### config.mk
export PLATFORM = sky130hd
export DESIGN_NAME = frame_writer
export DESIGN_NICKNAME = d
export VERILOG_FILES = /design/src/rtl/frame_writer.sv
export SDC_FILE = /design/constraint.sdc
export NUM_CORES = 1
export LEC_CHECK = 0
export BUFFER_PORTS_ARGS = -buffer_cell sky130_fd_sc_hd__buf_2
export CORE_ASPECT_RATIO = 0.5
export CORE_UTILIZATION = 45
export DETAILED_ROUTE_END_ITERATION = 8
export PLACE_DENSITY = 0.76
export SLEW_MARGIN = 10
export SYNTH_ARGS = -nofsm -noshare
export SYNTH_HDL_FRONTEND = slang
export SYNTH_SLANG_ARGS = --single-unit
### constraint.sdc
create_clock -name clk -period 10.7 [get_ports clk]
set_input_delay 2.14 -clock clk [delete_from_list [all_inputs] [get_ports clk]]
set_output_delay 2.14 -clock clk [all_outputs]
set_load 0.1 [all_outputs]
### src/rtl/frame_writer.sv
// Ping-pong frame buffer writer: streams RGB pixels into Buf0/Buf1 in raster order,
// alternating buffers per frame and waiting for the target buffer to drain first.
module frame_writer #(
    parameter int ADDR_W = 20,
    parameter int CNT_W  = 10
) (
    input  logic              clk,
    input  logic              reset,
    input  logic              Run,
    input  logic [CNT_W-1:0]  AIP,
    input  logic [CNT_W-1:0]  AIL,
    input  logic              Buf0Empty,
    input  logic              Buf1Empty,
    input  logic              PixValid,
    input  logic [23:0]       PixData,
    output logic              PixReady,
    output logic [31:0]       WData,
    output logic [ADDR_W-1:0] WAddr,
    output logic              WE0,
    output logic              WE1,
    output logic              ActiveBuf,
    output logic              FrameDone,
    output logic              Busy,
    output logic              CfgErr
);

    typedef enum logic [1:0] {
        S_IDLE,
        S_WAIT_BUF,
        S_WRITE,
        S_DONE
    } state_t;

    localparam logic [CNT_W-1:0]  CNT_ONE  = CNT_W'(1);
    localparam logic [ADDR_W-1:0] ADDR_ONE = ADDR_W'(1);

    state_t             state_q, state_d;
    logic [CNT_W-1:0]   aip_q, aip_d;
    logic [CNT_W-1:0]   ail_q, ail_d;
    logic [CNT_W-1:0]   px_q, px_d;
    logic [CNT_W-1:0]   line_q, line_d;
    logic [ADDR_W-1:0]  addr_q, addr_d;
    logic               active_q, active_d;
    logic               cfgerr_q, cfgerr_d;
    logic               we0_q, we0_d;
    logic               we1_q, we1_d;
    logic [31:0]        wdata_q, wdata_d;
    logic [ADDR_W-1:0]  waddr_q, waddr_d;
    logic               accept;
    logic               cfg_ok;

    assign PixReady  = (state_q == S_WRITE);
    assign FrameDone = (state_q == S_DONE);
    assign Busy      = (state_q != S_IDLE);
    assign accept    = PixValid & PixReady;
    assign cfg_ok    = (AIP != '0) && (AIL != '0);

    assign WData     = wdata_q;
    assign WAddr     = waddr_q;
    assign WE0       = we0_q;
    assign WE1       = we1_q;
    assign ActiveBuf = active_q;
    assign CfgErr    = cfgerr_q;

    always_ff @(posedge clk or posedge reset) begin
        if (reset) begin
            state_q  <= S_IDLE;
            aip_q    <= '0;
            ail_q    <= '0;
            px_q     <= '0;
            line_q   <= '0;
            addr_q   <= '0;
            active_q <= 1'b0;
            cfgerr_q <= 1'b0;
            we0_q    <= 1'b0;
            we1_q    <= 1'b0;
            wdata_q  <= '0;
            waddr_q  <= '0;
        end else begin
            state_q  <= state_d;
            aip_q    <= aip_d;
            ail_q    <= ail_d;
            px_q     <= px_d;
            line_q   <= line_d;
            addr_q   <= addr_d;
            active_q <= active_d;
            cfgerr_q <= cfgerr_d;
            we0_q    <= we0_d;
            we1_q    <= we1_d;
            wdata_q  <= wdata_d;
            waddr_q  <= waddr_d;
        end
    end

    always_comb begin
        state_d  = state_q;
        aip_d    = aip_q;
        ail_d    = ail_q;
        px_d     = px_q;
        line_d   = line_q;
        addr_d   = addr_q;
        active_d = active_q;
        cfgerr_d = cfgerr_q;

        // Write port is a one-cycle registered copy of the accepted pixel.
        we0_d   = accept & ~active_q;
        we1_d   = accept & active_q;
        wdata_d = accept ? {8'h00, PixData} : wdata_q;
        waddr_d = accept ? addr_q : waddr_q;

        case (state_q)
            S_IDLE: begin
                if (Run) begin
                    if (cfg_ok) begin
                        aip_d   = AIP;
                        ail_d   = AIL;
                        px_d    = '0;
                        line_d  = '0;
                        addr_d  = '0;
                        state_d = S_WAIT_BUF;
                    end else begin
                        cfgerr_d = 1'b1;
                    end
                end
            end
            S_WAIT_BUF: begin
                if (active_q ? Buf1Empty : Buf0Empty) begin
                    state_d = S_WRITE;
                end
            end
            S_WRITE: begin
                // Empty is not re-examined here: a started frame always completes.
                if (accept) begin
                    addr_d = addr_q + ADDR_ONE;
                    if (px_q == aip_q - CNT_ONE) begin
                        px_d = '0;
                        if (line_q == ail_q - CNT_ONE) begin
                            state_d = S_DONE;
                        end else begin
                            line_d = line_q + CNT_ONE;
                        end
                    end else begin
                        px_d = px_q + CNT_ONE;
                    end
                end
            end
            S_DONE: begin
                px_d     = '0;
                line_d   = '0;
                addr_d   = '0;
                active_d = ~active_q;
                state_d  = S_IDLE;
                if (Run) begin
                    if (cfg_ok) begin
                        aip_d   = AIP;
                        ail_d   = AIL;
                        state_d = S_WAIT_BUF;
                    end else begin
                        cfgerr_d = 1'b1;
                    end
                end
            end
            default: begin
                state_d = S_IDLE;
            end
        endcase
    end

endmodule

==> impl_metrics.toml, run 1 <==
[placed_design]
dp_hpwl_um = 8990
dpl_cell_area_mm2 = 0.00638
place_inst = 797
place_congestion = 0.818
port_buffers = 100
place_ws_ns = 6.39

[timing]
tightestPinTransition_ns = 1.34
totalNegativeSetupSlack_ns = 0
fin_hold_ws_ns = 0.486
slew_headroom_pct = 8.12
final-setup-viol-count = 0
rsz0062_at_grt = "false"
hold_viol_final = 0
setup_ws_ns = 6.73
fmax_mhz = 252
finalCritPeriodShare_pct = 37.1
final.min_clock_period_ns = 3.97
maxSlewViolCount = 0
skew_ns = 0.0139

[clocking]
cts.htree.levels = 3
cts_resized = 0
clk-insertion-delay-late_ns = 0.35
cts_tree = "done"
cts-root-buf = "clkbuf_16"
cts_setup_buffers = 0
clk_pin_slew_ns = 0.07
clkSinkCount = 110
hold_buffers = 0
clock_path_buffers = 2
cts_buffers = 9

[synth]
yosysSeqAreaShare_pct = 47.4
yosysTopAreaCellShare_pct = 47.4
async_reset_ff_share_pct = 100
synth_edf_count = 0
synth_top_family_by_area = "simple AND/OR/NAND/NOR gates"
synth_seq_cells = 110
synthSimpleGateAreaFrac_pct = 19.7
synth_cell_types = 64
yosysTopAreaCell = "dfrtp_1"
synth.area.top_cells = "dfrtp_1 (47%), mux2_2 (12%), nand2_1 (4.1%), nand3_1 (2.7%), xnor2_1 (2.6%)"
synth_cells = 554
synthFlopType = "dfrtp_1"
synth_compound_area_share_pct = 8.63
yosysWarnings = 0
muxShareOfSynthArea_pct = 13.0
yosys.area_share.adder_pct = 2.37
synth-xor-area-share_pct = 4.52
netlist_area_mm2 = 0.00581
synthesis.area_per_instance_um2 = 10.5

[drt]
final_antenna_net_count = 0
drc = 0
wirelength_um = 12500
dr.pass1.iters = 5
vias_per_cell = 5.48
avgRoutedWirePerCell_um = 15.4
drt_iter0_drc = 297
vias = 4458

[setup_path]
cp_max_fo = 39
critPathRequiredTime_ns = 10.99
ff2ff_setup_slack_ns = 7.37
crit_type = "in -> reg"
arrival_ns = 4.26
end_kind = "flop"
cp-start-kind = "input pin"

[grt]
grt_pass1_wl_um = 20400
antenna_found_initial = 0
grt-ovfl-total = 0
grt_pass1_vias = 4074
grt_max_degree = 65
track_usage_pct = 19.5

[run]
drv_cap = 0

[layout]
mostFrequentLayoutCell = "dfrtp_1"
nets = 704
n_antenna_cell = 0
area_growth_pct = 15.1
mostFrequentLayoutCells = "dfrtp_1 (110), buf_2 (100), mux2_2 (62), nand2_1 (62), nand3_1 (31)"
final_cells = 813
drive_gt1_share_pct = 30.7
fill_cells = 1090
final_cell_area_mm2 = 0.00669

[floorplan]
ios = 109
core_area_mm2 = 0.0122
fp.dieArea_mm2 = 0.0134
start_util_pct = 47.7
chipWidth_um = 163
die_h_um = 82.4
rows = 28

[run_status]
status = "finished clean"

[worst_hold_path]
hold_class = "reg -> reg"

[power_and_ir_drop]
pwr_density_cell_mw_per_mm2 = 299
power_leakage_nw = 3.18
ir_drop_mv = 0.330
## critical path, stage by stage
cell     delay (ns)
buf_2          0.10
nor4_1         0.38
nand3_1        0.22
nand3_1        0.16
nand2_1        0.08
nand2_1        0.06
buf_4          0.35
nor2_2         0.16
or4_1          0.52
nand2_1        0.07
## cell usage after synthesis, types with 4 or more instances
| cell | count |
|---|---|
| a31oi_1 | 4 |
| a21oi_1 | 5 |
| inv_1 | 15 |
| nand3_1 | 31 |
| nor2_1 | 27 |
| nor3_1 | 20 |
| xnor2_1 | 17 |
| mux2i_1 | 6 |
| nand4_1 | 13 |
| nand4b_1 | 4 |
| nand2_1 | 63 |
| a22o_1 | 7 |
| o31ai_1 | 5 |
| o21ai_0 | 24 |
| or2_2 | 4 |
| ha_1 | 11 |
| buf_4 | 10 |
| nand2b_1 | 5 |
| mux2_2 | 62 |
| clkbuf_1 | 17 |
| xor2_1 | 13 |
| nor2b_1 | 6 |
| dfrtp_1 | 110 |
| a21o_1 | 5 |
| and3_1 | 8 |
| nor3b_1 | 5 |
| nor4_1 | 6 |
## flip-flops by register name, indices dropped and copies added, names as in the netlist
name	cells
ActiveBuf	1
px_q	10
addr_q	20
line_q	10
CfgErr	1
WData	24
ail_q	10
WE1	1
WAddr	20
aip_q	10
state_q	2
WE0	1
## path summary, 6_finish.rpt
kind                       startpoint         to  cells past startpoint
max reg2reg                  aip_q[0]  line_q[6]                     10
min in group asynchronous       reset   WData[6]                      2
min                         WAddr[12]  WAddr[12]                      2
max                            AIL[5]  line_q[6]                     10
max in group asynchronous       reset  WData[15]                      3
min reg2reg                 WAddr[12]  WAddr[12]                      2
## per-layer routing
layer	vias to the layer above	track usage, %	part of all wire, %
li1	2147	-	-
met1	2142	28.1	51
met2	159	29.7	42
met3	10	4.05	6.4
met4	0	5.33	0.97
met5	-	0	0
## logic make-up (layout without fill, tap and decap cells)
family,count (synthesis),in the layout
AND/OR/NAND/NOR,216,216
flip-flops,110,110
AO/OA/AOI/OAI,71,71
multiplexers,68,68
buffers and inverters,47,134
XOR/XNOR,30,30
adder cells (fa/ha/maj),11,11
other,1,8
## cell type report
| cell class | count | area [um2] | area share, % |
|---|---|---|---|
| Multi-Input combinational cell | 404 | 2840 | 42.5 |
| Sequential cell | 110 | 2750 | 41.2 |
| Timing Repair Buffer | 103 | 523 | 7.82 |
| Clock buffer | 11 | 243 | 3.63 |
| Tap cell | 165 | 206 | 3.09 |
| Clock inverter | 5 | 65.1 | 0.973 |
| Inverter | 15 | 58.8 | 0.879 |
## power by group
group	switching [W]	internal, W	total (W)
clock network	0.000157	0.000191	0.000348
registers	0.000108	0.000518	0.000626
logic	0.000757	0.000271	0.00103
total	0.00102	0.000981	0.00200
## per-stage QoR
| stage | total power, W | utilization (%) |
|---|---|---|
| 2_1_floorplan | 0.00150 | - |
| 3_3_place_gp | 0.00164 | 52.3 |
| 3_5_place_dp | 0.00166 | 52.3 |
| 4_1_cts | 0.00201 | 54.9 |
| 5_1_grt | 0.00211 | 54.9 |
| 6_report | 0.00200 | 54.9 |
(Power assumes the default switching activity.)
==> run 2: changes to the inputs <==
==> constraint.sdc (replaced) <==
create_clock -name clk -period 3.75 [get_ports clk]
set_input_delay 0.75 -clock clk [delete_from_list [all_inputs] [get_ports clk]]
set_output_delay 0.75 -clock clk [all_outputs]
set_load 0.1 [all_outputs]
==> run 2 against run 1 <==
Cell count grew 0.37%. Wire length fell by 0.82%. Sequential share of layout area decreased by 0.18 points. Non-clock buffer count rose by 3. Cell area grew 0.43%.
==> impl_metrics.toml, run 2 (synthesis gave the netlist of run 1 again) <==
[run_status]
status = "finished clean"

[drt]
vias = 4394
vias_per_cell = 5.38
drc = 0
drt_iter0_drc = 295
avgRoutedWirePerCell_um = 15.2
wirelength_um = 12400
final_antenna_net_count = 0
dr.pass1.iters = 4

[timing]
tightestPinTransition_ns = 0.802
finalCritPeriodShare_pct = 88.9
final-setup-viol-count = 0
final.min_clock_period_ns = 3.33
slew_headroom_pct = 46.4
fmax_mhz = 300
skew_ns = 0.0127
totalNegativeSetupSlack_ns = 0
rsz0062_at_grt = "false"
maxSlewViolCount = 0
hold_viol_final = 0

[clocking]
clock_path_buffers = 2
clk-insertion-delay-late_ns = 0.36
hold_buffers = 0
cts_tree = "done"
cts-root-buf = "clkbuf_16"
cts_resized = 0
clkSinkCount = 110
cts_setup_buffers = 0
cts_buffers = 9
cts.htree.levels = 3
clk_pin_slew_ns = 0.08

[layout]
nets = 707
mostFrequentLayoutCells = "dfrtp_1 (110), buf_2 (100), mux2_2 (62), nand2_1 (62), nand3_1 (31)"
fin_util_pct = 55.1
n_antenna_cell = 0
mostFrequentLayoutCell = "dfrtp_1"
area_growth_pct = 15.6
largest_reg_flops = 24
drive_gt1_share_pct = 31.2
final_cells = 816

[placed_design]
dp_hpwl_um = 8930
place_congestion = 0.861
place_inst = 800
port_buffers = 100

[floorplan]
start_util_pct = 47.7
ios = 109
core_area_mm2 = 0.0122
chipWidth_um = 163
rows = 28
fp.dieArea_mm2 = 0.0134
die_h_um = 82.4

[setup_path]
crit_type = "reg -> reg"
critPathRequiredTime_ns = 4.04
arrival_ns = 3.62
end_kind = "flop"
cp_max_fo = 10
cp-start-kind = "flop"

[run]
drv_cap = 0

[power_and_ir_drop]
pwr_density_cell_mw_per_mm2 = 847
power_leakage_nw = 3.19
finalPower_w = 0.00569
ir_drop_mv = 0.672

[grt]
grt-ovfl-total = 0
grt_pass1_wl_um = 20200
track_usage_pct = 19.5
grt_max_degree = 59
antenna_found_initial = 0
grt_pass1_vias = 4036

[worst_hold_path]
hold_class = "reg -> reg"
-- run 2: worst paths after layout --
path,startpoint,to,slack [ns],cells past startpoint
worst min register to register,WAddr[12],WAddr[12],0.49,2
worst max register to register,aip_q[0],line_q[6],0.42,10
worst min-delay path,WAddr[12],WAddr[12],0.49,2
min in group asynchronous,reset,WData[10],0.50,2
max in group asynchronous,reset,line_q[9],2.49,3
worst max-delay path,aip_q[0],line_q[6],0.42,10
-- run 2: cell type report --
cell class / count / area, um2
Clock inverter: 7 / 76.3
Multi-Input combinational cell: 404 / 2840
Clock buffer: 9 / 225
Inverter: 15 / 58.8
Tap cell: 165 / 206
Fill cell: 1067 / 5480
Timing Repair Buffer: 106 / 558
Sequential cell: 110 / 2750
-- run 2: through the flow --
step	setup slack [ns]	cell area (um2)	hold slack [ns]
2_1_floorplan	0.0977	5840	0.481
3_3_place_gp	0.647	6410	0.459
3_5_place_dp	0.497	6410	0.483
4_1_cts	0.470	6720	0.503
5_1_grt	0.196	6720	0.521
6_report	0.416	6720	0.486
-- run 2: layer usage --
metal	wire [um]	global-route usage (%)	up-vias
met5	0	0	-
met4	115	4.77	0
li1	-	-	2147
met2	5410	31.7	136
met3	849	4.50	8
met1	6040	26.7	2103
-- run 2: where the power goes --
group          total [W]  internal [W]  leakage [nW]  switching [W]
Clock           0.000953      0.000471         0.140       0.000482
Combinational    0.00296      0.000782          1.62        0.00218
Sequential       0.00178       0.00148          1.43       0.000296
-- run 2: worst max-delay path, stage by stage, from the launching register on --
cell	delay, ns
dfrtp_1	0.44
inv_1	0.08
ha_1	0.19
nor3b_1	0.68
nand2_1	0.15
mux2i_1	0.18
o311ai_1	0.19
a2111oi_4	0.66
nand3_4	0.14
or4_1	0.49
nand2_1	0.07
